===== config.mk =====
export PLATFORM = sky130hd
export DESIGN_NAME = msrv32_integer_file
export DESIGN_NICKNAME = d
export VERILOG_FILES = /design/src/rtl/msrv32_pkg.sv /design/src/rtl/msrv32_reg_read_port.sv /design/src/rtl/msrv32_integer_file.sv
export SDC_FILE = /design/constraint.sdc
export NUM_CORES = 2
export LEC_CHECK = 0
export CAP_MARGIN = 20
export CORE_MARGIN = 1
export CORE_UTILIZATION = 25
export CTS_BUF_LIST = sky130_fd_sc_hd__clkbuf_8 sky130_fd_sc_hd__clkbuf_16
export DETAILED_ROUTE_END_ITERATION = 8
export SKIP_CTS_REPAIR_TIMING = 1
export SYNTH_ARGS = -nofsm -noshare
export SYNTH_HDL_FRONTEND = slang
export SYNTH_HIERARCHICAL = 1
export SYNTH_SLANG_ARGS = --single-unit
export TNS_END_PERCENT = 30

===== constraint.sdc =====
create_clock -name ms_riscv32_mp_clk_in -period 4.7 [get_ports ms_riscv32_mp_clk_in]
set_input_delay 0.705 -clock ms_riscv32_mp_clk_in [delete_from_list [all_inputs] [get_ports ms_riscv32_mp_clk_in]]
set_output_delay 0.705 -clock ms_riscv32_mp_clk_in [all_outputs]
set_load 0.01 [all_outputs]

===== src/rtl/msrv32_pkg.sv =====
// msrv32 shared definitions: data width, register addressing and the
// writeback select encodings shared with the writeback mux.
package msrv32_pkg;

   localparam int XLEN       = 32;
   localparam int REG_ADDR_W = 5;

   localparam logic [REG_ADDR_W-1:0] X0_ADDR = 5'd0;

   typedef enum logic [2:0] {
      WB_ALU        = 3'b000,
      WB_LU         = 3'b001,
      WB_IMM        = 3'b010,
      WB_IADDER_OUT = 3'b011,
      WB_CSR        = 3'b100,
      WB_PC_PLUS    = 3'b101
   } wb_sel_e;

endpackage


===== src/rtl/msrv32_reg_read_port.sv =====
// One combinational read port: x0 zeroing, reset forcing,
// write-through bypass, then the 32:1 read mux.
module msrv32_reg_read_port
   import msrv32_pkg::*;
   #(
      parameter int XLEN_P = XLEN,
      parameter int NREGS  = 32,
      localparam int AW    = $clog2(NREGS)
   ) (
      input  logic                         rst,
      input  logic [AW-1:0]                addr,
      input  logic [AW-1:0]                rd_addr,
      input  logic                         wr_en,
      input  logic [XLEN_P-1:0]            rd_in,
      input  logic [NREGS-1:0][XLEN_P-1:0] regs,
      output logic [XLEN_P-1:0]            data
   );

   logic is_x0;
   logic hit;

   assign is_x0 = (addr == AW'(X0_ADDR));
   assign hit   = wr_en && (rd_addr == addr);

   // Bypass sits after the array mux so rd_in sees only one 2:1 stage.
   always_comb begin
      data = '0;
      if (rst || is_x0)
         data = '0;
      else if (hit)
         data = rd_in;
      else
         data = regs[addr];
   end

endmodule


===== src/rtl/msrv32_integer_file.sv =====
// msrv32 architectural integer register file x1..x31 with two
// bypassed combinational read ports; x0 is hardwired to zero.
module msrv32_integer_file
   import msrv32_pkg::*;
   #(
      parameter int XLEN  = msrv32_pkg::XLEN,
      parameter int NREGS = 32,
      localparam int AW   = $clog2(NREGS)
   ) (
      input  logic            ms_riscv32_mp_clk_in,
      input  logic            ms_riscv32_mp_rst_in,
      input  logic [AW-1:0]   rs_1_addr_in,
      input  logic [AW-1:0]   rs_2_addr_in,
      input  logic [AW-1:0]   rd_addr_in,
      input  logic            wr_en_in,
      input  logic [XLEN-1:0] rd_in,
      output logic [XLEN-1:0] rs_1_out,
      output logic [XLEN-1:0] rs_2_out
   );

   logic [NREGS-1:1][XLEN-1:0] regs;
   logic [NREGS-1:0][XLEN-1:0] regs_view;
   logic                       wr_ok;

   assign wr_ok = wr_en_in && (rd_addr_in != AW'(X0_ADDR));

   always_ff @(posedge ms_riscv32_mp_clk_in) begin
      if (ms_riscv32_mp_rst_in)
         regs <= '0;
      else if (wr_ok)
         regs[rd_addr_in] <= rd_in;
   end

   // Slot 0 is a constant, not storage; ports zero it anyway.
   assign regs_view = {regs, {XLEN{1'b0}}};

   msrv32_reg_read_port #(.XLEN_P(XLEN), .NREGS(NREGS)) u_rp1 (
      .rst     (ms_riscv32_mp_rst_in),
      .addr    (rs_1_addr_in),
      .rd_addr (rd_addr_in),
      .wr_en   (wr_en_in),
      .rd_in   (rd_in),
      .regs    (regs_view),
      .data    (rs_1_out)
   );

   msrv32_reg_read_port #(.XLEN_P(XLEN), .NREGS(NREGS)) u_rp2 (
      .rst     (ms_riscv32_mp_rst_in),
      .addr    (rs_2_addr_in),
      .rd_addr (rd_addr_in),
      .wr_en   (wr_en_in),
      .rd_in   (rd_in),
      .regs    (regs_view),
      .data    (rs_2_out)
   );

endmodule

==> flow_summary.yaml <==
routing:
  per_cell_via_count_in_the_routed_design: 5.20
  antenna_viol_nets_final: 0
  drc_marker_count_from_the_first_detailed_route_iteration: 3784
  wl_per_cell_um: 25.0
  drc_errors: 0
  via_count: 41470
  drtPass1Iterations: 6
  wl_um: 200000
synth:
  netlist-cell-type-count: 40
  synthesis.area_per_instance_um2: 11.1
  yosys_most_used_dff: "sky130_fd_sc_hd__dfxtp_1"
  synth.yosys.seq_area_share_pct: 35.8
  synth_xor_area_share_pct: 0.158
  synth_seq_cells: 992
  synth-simple-area-share_pct: 12.9
  mappedNetlistArea_um2: 55500
  synth_edf_count: 0
  yosys-mux-area-fraction_pct: 38.2
  largest_family_of_logic_cells_by_synthesized_area: "multiplexers"
  synth-async-reset-ratio_pct: 0
  yosysWarningCount: 6
  syn-instance-count: 4982
  synth_compound_area_share_pct: 7.92
  synth_fa_ha_area_share_pct: 0
timing:
  setup_total_neg_slack_ns: 0
  setup_ws_ns: 0.200
  fin_skew_ns: 0
  slew_violations: 0
  setup_repair_after_global_routing_missed_its_margin: "no"
  count_of_final_hold_check_violations: 0
  worst_slew_pin_slew_ns: 1.20
  finalSetupViolCount: 0
  layout_min_cycle_time_ns: 4.50
  period_share_pct: 95.7
  clock.fmax_mhz: 222
  timing.hold.ws_ns: 0.486
  slew_headroom_pct: 19.7
final_layout:
  drive_above_1_share_pct: 17.8
  fin_nets: 4976
  multi_input_area_um2: 33300
  nFillCells: 22536
  registers.top_by_ff_count: "regs"
  postLayoutCoreUtil_pct: 29.1
  area_growth_pct: 15.3
  top_regs: "regs (992)"
  register_area_um2: 19900
  largest_register_ffs: 992
job:
  cap_violations: 0
placement:
  buffer_ports.inserted: 113
  preCtsSetupSlack_ns: 0.133
  routability_driven_placement_congestion_ratio: 0.890
  detailedPlacementHpwl_um: 119000
setup_path:
  timing.critical_path.arrival_ns: 3.79
  critPathCaptureType: "output port"
  critical_path.max_fanout: 31
  worstSetupPathType: "in -> out"
  timing.reg2reg.worst_path_depth: 2
  crit_required_ns: 3.99
  worstSetupStartpointType: "primary input"
floorplanning:
  placeableCoreArea_um2: 220000
  die_width_um: 473
  die_height_um: 473
  row_count: 172
  num_io_pins: 114
  initial_utilization_pct: 25.2
  design.die.area_um2: 224000
global_route:
  grt_pass1_vias: 41959
  first_pass_grt_wire_length_um: 290000
  groute.usage.overall_pct: 17.4
  overflow: 0
  pin_count_of_the_biggest_net_entering_global_routing: 238
  antenna_found_initial: 3
clocking:
  clk_transition_reported_paths_ns: 0.06
  htree_num_levels: 3
  clock_latency_ns: 0.72
  cts_made_buffers: 106
  clock_sink_count: 992
  root_buffer_master: "sky130_fd_sc_hd__clkbuf_16"
  tritoncts: "done"
  clock_path_buffers: 3
run_status:
  result_of_the_run: "complete, no violations"
power:
  power_leakage_uw: 0.0284
  power_density_nw_per_um2: 310
  ir_worst_vdd_v: 0.000259
min_path:
  hold-path-cell-count: 2
  hp-class: "reg -> reg"
==> synthesized netlist by cell type, types with 3 or more instances <==
cell / number / share of area (%)
sky130_fd_sc_hd__nand2_2: 29 / 0.33
sky130_fd_sc_hd__xnor2_1: 10 / 0.16
sky130_fd_sc_hd__mux4_2: 324 / 13
sky130_fd_sc_hd__buf_4: 114 / 1.5
sky130_fd_sc_hd__o21ai_1: 62 / 0.56
sky130_fd_sc_hd__buf_6: 29 / 0.59
sky130_fd_sc_hd__nand2b_1: 1028 / 12
sky130_fd_sc_hd__o21ai_0: 4 / 0.036
sky130_fd_sc_hd__nor2_2: 3 / 0.034
sky130_fd_sc_hd__o21bai_1: 62 / 0.84
sky130_fd_sc_hd__clkbuf_1: 304 / 2.1
sky130_fd_sc_hd__buf_2: 87 / 0.79
sky130_fd_sc_hd__nor2_1: 68 / 0.46
sky130_fd_sc_hd__mux2i_1: 1246 / 22
sky130_fd_sc_hd__nor2b_1: 8 / 0.090
sky130_fd_sc_hd__a21oi_1: 62 / 0.56
sky130_fd_sc_hd__nand3_1: 4 / 0.036
sky130_fd_sc_hd__and4b_1: 3 / 0.054
sky130_fd_sc_hd__and2_1: 4 / 0.045
sky130_fd_sc_hd__and4bb_1: 3 / 0.068
sky130_fd_sc_hd__o221ai_1: 62 / 0.98
sky130_fd_sc_hd__nand2_1: 8 / 0.054
sky130_fd_sc_hd__nor3_1: 8 / 0.072
sky130_fd_sc_hd__buf_1: 4 / 0.027
sky130_fd_sc_hd__mux2_2: 124 / 2.5
sky130_fd_sc_hd__a221o_1: 62 / 1.1
sky130_fd_sc_hd__a22oi_1: 126 / 1.7
sky130_fd_sc_hd__dfxtp_1: 992 / 36
sky130_fd_sc_hd__a221oi_1: 124 / 2.0
==> area by class of cell <==
cell class                      instances  share of cell area (%)
Inverter                                4                  0.0274
Clock inverter                         62                    1.16
Timing Repair Buffer                  311                    5.17
Sequential cell                       992                    31.0
Antenna cell                            1                 0.00391
Tap cell                             2958                    5.79
Multi-Input combinational cell       3511                    52.1
Clock buffer                          133                    4.74
==> layout by cell type (no fill, tap or decap), types with 26 or more instances in the layout <==
cell type / count
sky130_fd_sc_hd__clkbuf_16: 107
sky130_fd_sc_hd__dfxtp_1: 992
sky130_fd_sc_hd__o221ai_1: 62
sky130_fd_sc_hd__a21oi_1: 62
sky130_fd_sc_hd__o21ai_1: 60
sky130_fd_sc_hd__nand2b_1: 1026
sky130_fd_sc_hd__a221oi_1: 124
sky130_fd_sc_hd__buf_4: 146
sky130_fd_sc_hd__clkdlybuf4s50_1: 104
sky130_fd_sc_hd__buf_12: 50
sky130_fd_sc_hd__nor2_1: 68
sky130_fd_sc_hd__clkbuf_8: 26
sky130_fd_sc_hd__a221o_1: 62
sky130_fd_sc_hd__mux2_2: 124
sky130_fd_sc_hd__o21bai_1: 62
sky130_fd_sc_hd__a22oi_1: 126
sky130_fd_sc_hd__conb_1: 64
sky130_fd_sc_hd__mux2i_1: 1246
sky130_fd_sc_hd__mux4_2: 324
sky130_fd_sc_hd__nand2_4: 28
==> critical path: stages <==
cell                              delay (ns)
sky130_fd_sc_hd__clkdlybuf4s50_1        0.64
sky130_fd_sc_hd__xnor2_1                0.13
sky130_fd_sc_hd__nand4_1                0.30
sky130_fd_sc_hd__o21ai_4                0.11
sky130_fd_sc_hd__buf_12                 0.22
sky130_fd_sc_hd__a21oi_1                0.86
sky130_fd_sc_hd__a221o_1                0.22
sky130_fd_sc_hd__clkdlybuf4s50_1        0.54
==> through the flow <==
stage / power, uW / area, um^2 / std cells
2_1_floorplan: 9950 / 55700 / 5045
3_3_place_gp: 10700 / 60100 / 7772
3_5_place_dp: 10700 / 60100 / 7774
4_1_cts: 19900 / 63900 / 7969
5_1_grt: 20300 / 64000 / 7971
6_report: 19800 / 64000 / 7972
==> final timing paths <==
check | slack (ns) | to | start
setup / recovery | 0.20 | rs_2_out[22] | rs_2_addr_in[3]
hold / removal | 0.49 | regs[645] | regs[645]
setup reg to reg | 4.03 | regs[594] | regs[594]
hold reg to reg | 0.49 | regs[645] | regs[645]
==> cells by family after synthesis <==
group,Yosys count
flip-flops,992
AND/OR/NAND/NOR,1171
buffers and inverters,542
AO/OA/AOI/OAI,572
other,1
XOR/XNOR,10
multiplexers,1694
==> where the power goes <==
part	internal, uW	switching (uW)
Clock	5430	3770
Sequential	8470	45.1
Combinational	821	1270
Total	14700	5090
==> routing by layer <==
metal	vias up	part of all wire, %	GRT usage [%]
met5	-	0.030	0
met4	2	6.7	10.9
met3	509	6.0	2.70
met2	1558	47	28.4
met1	21311	41	21.3
li1	18090	-	-
No activity file was read; power rests on OpenSTA's default activity.
